## config.mk

```make
export PLATFORM = sky130hd
export DESIGN_NAME = jtcop_irqctl
export DESIGN_NICKNAME = d
export VERILOG_FILES = /design/src/rtl/jtcop_irqctl.sv
export SDC_FILE = /design/constraint.sdc
export NUM_CORES = 1
export LEC_CHECK = 0
export CAP_MARGIN = 20
export CELL_PAD_IN_SITES_DETAIL_PLACEMENT = 0
export CELL_PAD_IN_SITES_GLOBAL_PLACEMENT = 2
export CORE_AREA = 5 5 57 59
export CTS_BUF_LIST = sky130_fd_sc_hd__clkbuf_8
export DETAILED_ROUTE_END_ITERATION = 16
export DIE_AREA = 0 0 62 64
export HOLD_SLACK_MARGIN = 0.06
export PLACE_DENSITY = 0.73
export SLEW_MARGIN = 20
export SYNTH_ARGS = -nofsm -noshare
export SYNTH_HDL_FRONTEND = slang
export SYNTH_SLANG_ARGS = --single-unit
```

## constraint.sdc

```tcl
create_clock -name clk -period 0.8 [get_ports clk]
set_input_delay 0.08 -clock clk [delete_from_list [all_inputs] [get_ports clk]]
set_output_delay 0.08 -clock clk [all_outputs]
set_load 0.1 [all_outputs]
```

## src/rtl/jtcop_irqctl.sv

```systemverilog
// 68000 interrupt controller: N latched sources (edge/level, polarity, IPL level) with CPU mask and registered IPLn.
// Latency: irq_in -> pend 2 clk, -> IPLn 3 clk; clr/mask_we -> IPLn 2 clk. No backpressure.
// Optional JTCOP_IRQ_ACKCLR_EN: the IACK rising edge clears the acknowledged edge source.
module jtcop_irqctl #(
    parameter int                N      = 4,
    parameter logic [3*N-1:0]    LEVELS = {3'd0, 3'd4, 3'd5, 3'd6},
    parameter logic [N-1:0]      EDGE   = 4'b0111,
    parameter logic [N-1:0]      POL    = 4'b1000
) (
    input  logic         clk,
    input  logic         rst,
    input  logic [N-1:0] irq_in,
    input  logic [N-1:0] clr,
    input  logic         mask_we,
    input  logic [N-1:0] mask_din,
    input  logic         iack,
    input  logic [2:0]   iack_lvl,
    output logic [2:0]   IPLn,
    output logic [N-1:0] pend
);

    if (N < 1 || N > 8) begin : g_bad_n
        $error("jtcop_irqctl: N must be in 1..8");
    end

    logic [N-1:0] act;
    logic [N-1:0] irq_s;
    logic [N-1:0] irq_l;
    logic [N-1:0] mask;
    logic [N-1:0] rise;
    logic [N-1:0] ack_clr;
    logic [N-1:0] pend_nxt;
    logic [2:0]   lvl;

    assign act  = irq_in ^ POL;
    assign rise = irq_s & ~irq_l;

    // Clear beats a same-cycle set on edge sources; level sources simply follow irq_s.
    assign pend_nxt = (EDGE & (pend | rise) & ~(clr | ack_clr)) | (~EDGE & irq_s);

    always_comb begin
        lvl = 3'd0;
        for (int i = 0; i < N; i++) begin
            if (pend[i] && !mask[i] && LEVELS[3*i +: 3] > lvl) begin
                lvl = LEVELS[3*i +: 3];
            end
        end
    end

`ifdef JTCOP_IRQ_ACKCLR_EN
    logic iack_l;
    logic ack_hit;

    always_ff @(posedge clk) begin
        if (rst) begin
            iack_l <= 1'b0;
        end else begin
            iack_l <= iack;
        end
    end

    // Only the lowest-index pending, unmasked edge source at the acknowledged level is cleared.
    always_comb begin
        ack_clr = '0;
        ack_hit = 1'b0;
        if (iack && !iack_l && iack_lvl == ~IPLn && iack_lvl != 3'd0) begin
            for (int i = 0; i < N; i++) begin
                if (!ack_hit && EDGE[i] && pend[i] && !mask[i] && LEVELS[3*i +: 3] == iack_lvl) begin
                    ack_clr[i] = 1'b1;
                    ack_hit    = 1'b1;
                end
            end
        end
    end
`else
    logic unused_iack;

    assign unused_iack = ^{iack, iack_lvl};
    assign ack_clr     = '0;
`endif

    always_ff @(posedge clk) begin
        if (rst) begin
            irq_s <= '0;
            irq_l <= '0;
            pend  <= '0;
            mask  <= '0;
            IPLn  <= 3'b111;
        end else begin
            irq_s <= act;
            irq_l <= irq_s;
            pend  <= pend_nxt;
            IPLn  <= ~lvl;
            if (mask_we) begin
                mask <= mask_din;
            end
        end
    end

endmodule
```

# == Yosys cells after proc, flatten, opt, wreduce, memory -nomap -nowiden ==
# Index checks and enable logic that the tools add are counted.
# classes
magnitude_cmp,3
mux,4
n_bitwise,8
n_reduce_logical,11
# op_table
op,count
3-bit 2-to-1 mux,4
1-bit logical AND,7
"3-bit greater-than comparator, first input constant",2
3-bit inverter,2
3-bit by 4-bit AND with 4-bit output,1
1-bit logical NOT,4
4-bit inverter,1
4-bit OR,1
3-bit AND,1
"1-bit by 3-bit greater-than comparator with 1-bit output, first input constant",1
3-bit OR,1
1-bit inverter,1
# totals
ff_bits,18
in_bits,19
output_inout_bits,7
word_cells,31

# == Depth between registers and ports, before layout ==
# logic_depth
ltp_word,13
depth_mapped,3
depth_no_buf,2

# == Worst setup path after synthesis ==
# Ideal clock, no wire load.
# synth_path
path_kind,reg-to-reg
startpoint,register pend[1]
endpoint,register IPLn[0]
setup_ns,0.127
arrival_time_ns,1.388
t_required_ns,0.673
slack_ns,-0.715
stages_incl_launch_ff,3
path_buffers,0
path_cell_list,dfxtp_1 nand2b_4 or3b_1
# synth_between
elab_chain_len,10
# synth_rtl
element,line,text
"start, declared",19,output logic [N-1:0] pend
"start signal, assigned",92,pend <= pend_nxt;
1-bit logical AND * (2 in series),44,if (pend[i] && !mask[i] && LEVELS[3*i +: 3] > lvl) begin
3-bit 2-to-1 mux *,44,
3-bit greater-than comparator,44,
1-bit logical AND,44,
3-bit 2-to-1 mux *,44,
1-bit by 3-bit greater-than comparator with 1-bit output,44,
1-bit logical AND,44,
3-bit 2-to-1 mux *,44,
3-bit inverter *,93,IPLn <= ~lvl;
"end signal, assigned",93,
"end, declared",18,"output logic [2:0] IPLn,"
# Every way passes the cells marked *; elsewhere a longest branch is shown, timed or not.
# A chain may end at the register's enable or synchronous reset.

# == Worst setup path in the final report ==
# Same ends and word-level chain as after synthesis.

==> out/metrics.sh <==
SYNTH.MOST_COMMON_CELL='sky130_fd_sc_hd__dfxtp_1'
CTS.CLK_SLEW.WORST_PATHS_NS=0.06
SEQ_AREA_FRAC_SYNTH_PCT=63.1
RUN_STATUS='finished with violations'
TIGHTESTPINTRANSITION_NS=0.203
FLOORPLAN.DIE_AREA_SQ_UM=3970
INITIAL_CORE_UTIL_PCT=20.3
P_COMB_SHARE_PCT=16.4
CLOCK_SINK_COUNT=17
FINAL_UTIL_PCT=37.1
GRT_PASS1_VIAS=406
FRACTION_OF_POWER_CONSUMED_BY_THE_CLOCK_NETWORK_PCT=33.6
LAYOUT.NETS=97
NUMBER_OF_ENABLE_TYPE_REGISTER_CELLS_IN_THE_SYNTHESIZED_NETLIST=0
ROUTED_VIA_DENSITY=3.77
WORST_R2R_STARTPOINT='pend[1]'
CRITPATHTOPFAMILY='simple AND/OR/NAND/NOR gates'
WORST_SETUP_PATH_CLASS='reg -> reg'
DRT_ITER0_MARKERS=3
CELL_TYPE_CONTRIBUTING_THE_MOST_TOTAL_CELL_AREA_AFTER_SYNTHESIS='sky130_fd_sc_hd__dfxtp_1'
WORST_CLOCK_SKEW_NS=0.00178
SYNTH_TOP_AREA_SHARE_PCT=63.1
PLACEMENT.IO_BUFFERS=19
WORST_EP_REQUIRED_TIME_NS=0.93
FINALHOLDVIOLATIONS=0
WORST_EP_ARRIVAL_TIME_NS=1.08
REPORT.FINAL.SLEW_VIOL_COUNT=0
POSTSYNTH.ASYNCRESETSHARE_PCT=0
CP_BUFS_INVS=1
MAX-CLOCK-PATH-BUFFERS=2
DETAIL_ROUTE.WIRELENGTH_UM=991
GRT_FIRST_PASS_WIRELENGTH_UM=1680
PLACEMENT_ROWS=19
SLEW_HEADROOM_PCT=86.5
SYNTH.AVG_CELL_AREA_SQ_UM=11.5
DESIGN_POWER_TOTAL_mW=1.80
SWITCHING_POWER_uW=420
YOSYSUNIQUECELLTYPES=11
WORSTHOLDPATHTYPE='in -> reg'
CRITICAL_PATH.MAX_FANOUT=2
H_TREE_DEPTH=1
GRT.TOTAL_USAGE_PCT=5.83
POSTSYNTH.TOPFLOPCELL='sky130_fd_sc_hd__dfxtp_1'
FINALSETUPVIOLCOUNT=10
IO_PINS=26
CORE_AREA_SQ_UM=2660
NETLIST_TOP_CELLS_AREA='sky130_fd_sc_hd__dfxtp_1 63%, sky130_fd_sc_hd__nor2b_1 12%, sky130_fd_sc_hd__mux2i_1 5.6%'
WEIGHTED_CONGESTION_AT_THE_END_OF_ROUTABILITY_DRIVEN_GLOBAL_PLACEMENT=0.619
PEAKVDDDROP_mV=1.07
SYNTH_SEQ_CELLS=17
FINAL_MIN_PERIOD_OVER_CLOCK_PERIOD_PCT=119
HOLD_START='rst'
NUMBER_OF_DETAILED_ROUTE_ITERATIONS_IN_THE_FIRST_PASS=2
WORST_SLACK_NS=-0.151
SYNTH_TOP_CELLS_BY_COUNT='17 x sky130_fd_sc_hd__dfxtp_1, 10 x sky130_fd_sc_hd__nor2b_1, 7 x sky130_fd_sc_hd__nor2_1'
CRITPATHSLOWESTCELL='sky130_fd_sc_hd__dfxtp_4'
PATH_CELLS='buf_12, nand2b_4, or3b_1'
CATEGORY_OF_THE_WORST_SETUP_PATH_LAUNCH_POINT='register'
ANT_NETS=0
FINAL_PERIOD_MINUS_WORST_SETUP_SLACK_NS=0.951
NUMBER_OF_ANTENNA_VIOLATIONS_AT_THE_FIRST_CHECK_IN_GLOBAL_ROUTING=0
FAILED_CHECKS='negative setup slack'
CLK-INSERTION-DELAY-LATE_NS=0.24
TNS_NS=-0.700
GATE_COUNT_AFTER_TECHNOLOGY_MAPPING=47
RSZ0062_AT_GRT='true'
AREA_DELTA_SYNTH_FINAL_PCT=83.1
TRITONCTS='done'
FILLCELLCOUNT=285
SYNTH_WARNINGS=0
WORSTSETUPSTARTPOINT='pend[1]'
MAX_CLOCK_FREQ_MHz=1050
WORSTSETUPENDPOINTTYPE='register'
DRT_DRC_VIOLATIONS_LEFT=0
SYNTHESIS.NETS=66
DIEWIDTH_UM=62
SYNTH.CELL_AREA_SQ_UM=539
ROUTED_WIRE_LENGTH_PER_INSTANCE_UM=9.18
POWER_SWITCHING_SHARE_PCT=23.3
INTERNAL_POWER_mW=1.38
CRITICAL-PATH-MAX-STAGE-DELAY_NS=0.36
CLOCK_ROOT_CELL='sky130_fd_sc_hd__clkbuf_8'
DRV_CAP=0
DRIVE_GT1_SHARE_PCT=36.4
GR-TOTAL-OVERFLOW=0
POWER.DENSITY_CELL_AREA_nW_PER_UM2=1820
POWER.SEQUENTIAL.FRACTION_PCT=50.0
ANTENNA_CELLS=0
DIE_H_UM=64
POWER.LEAKAGE_nW=0.406
PIN_COUNT_OF_THE_BIGGEST_NET_ENTERING_GLOBAL_ROUTING=10
CTS-BUFFERS-INSERTED=3
VIA_COUNT=407
[worst paths after layout]
path / to / slack [ns] / depth (start not counted)
setup / recovery: IPLn[0] / -0.15 / 3
hold reg to reg: pend[3] / 0.44 / 1
hold / removal: IPLn[2] / 0.28 / 2
setup reg to reg: IPLn[0] / -0.15 / 3
[routing by layer]
layer  part of all wire [%]  global-route usage [%]
met5                      0                       0
met1                     42                    6.56
met2                     44                    8.42
met3                     12                    3.42
met4                    1.9                    3.18
[cell type report]
| cell class | instances | area [sq um] | share of cell area [%] |
|---|---|---|---|
| Timing Repair Buffer | 27 | 339 | 34.3 |
| Tap cell | 31 | 38.8 | 3.93 |
| Multi-Input combinational cell | 29 | 208 | 21.0 |
| Clock buffer | 3 | 41.3 | 4.18 |
| Clock inverter | 1 | 3.75 | 0.380 |
| Sequential cell | 17 | 357 | 36.1 |
[cells in the final DEF, fill, tap and decap left out]
master and n:
sky130_fd_sc_hd__o21a_1 3, sky130_fd_sc_hd__mux2i_1 3, sky130_fd_sc_hd__nor2b_1 10, sky130_fd_sc_hd__buf_4 5, sky130_fd_sc_hd__a31o_4 1, sky130_fd_sc_hd__buf_12 8, sky130_fd_sc_hd__nand2b_1 1, sky130_fd_sc_hd__nand2b_4 2
sky130_fd_sc_hd__dfxtp_1 10, sky130_fd_sc_hd__clkdlybuf4s50_1 11, sky130_fd_sc_hd__dfxtp_2 4, sky130_fd_sc_hd__clkbuf_8 3, sky130_fd_sc_hd__inv_1 1, sky130_fd_sc_hd__or3b_1 1, sky130_fd_sc_hd__buf_6 2, sky130_fd_sc_hd__nor2_1 7
sky130_fd_sc_hd__or2_1 1, sky130_fd_sc_hd__dfxtp_4 3, sky130_fd_sc_hd__dlygate4sd2_1 1
[flip-flops by register name, indices dropped and copies added, names as in the netlist]
name,count
IPLn,3
mask,3
pend,4
irq_l,3
irq_s,4
[metrics by stage]
stage	cells	hold slack, ns	instance area [sq um]	setup slack (ns)
final	108	0.282	987	-0.151
after global placement	102	0.443	891	-0.293
after global routing	108	0.312	987	-0.184
after floorplan	47	0.144	554	-0.253
after detailed placement	102	0.436	891	-0.312
after CTS	107	0.287	963	-0.158
[power groups by stage]
stage          clock network, mW  logic, mW  registers (mW)
4_1_cts                    0.627      0.291           0.899
3_5_place_dp                   0      0.282           0.917
2_1_floorplan                  0     0.0558           0.996
6_report                   0.604      0.295           0.899
3_3_place_gp                   0      0.281           0.917
5_1_grt                    0.680      0.310           0.905
[logic make-up after synthesis]
logic type	after synthesis	share of synthesized area [%]
buffers and inverters	1	1.39
multiplexers	3	5.57
flip-flops	17	63.1
AO/OA/AOI/OAI	4	5.80
AND/OR/NAND/NOR	22	24.1
[what timing repair did]
action	in CTS	in global routing
pin swaps	0	2
endpoints found under the hold margin	0	0
hold buffers	0	0
setup endpoints to repair	10	10
buffers inserted	1	1
resized for setup	4	2
Power figures use the tool's default switching activity.
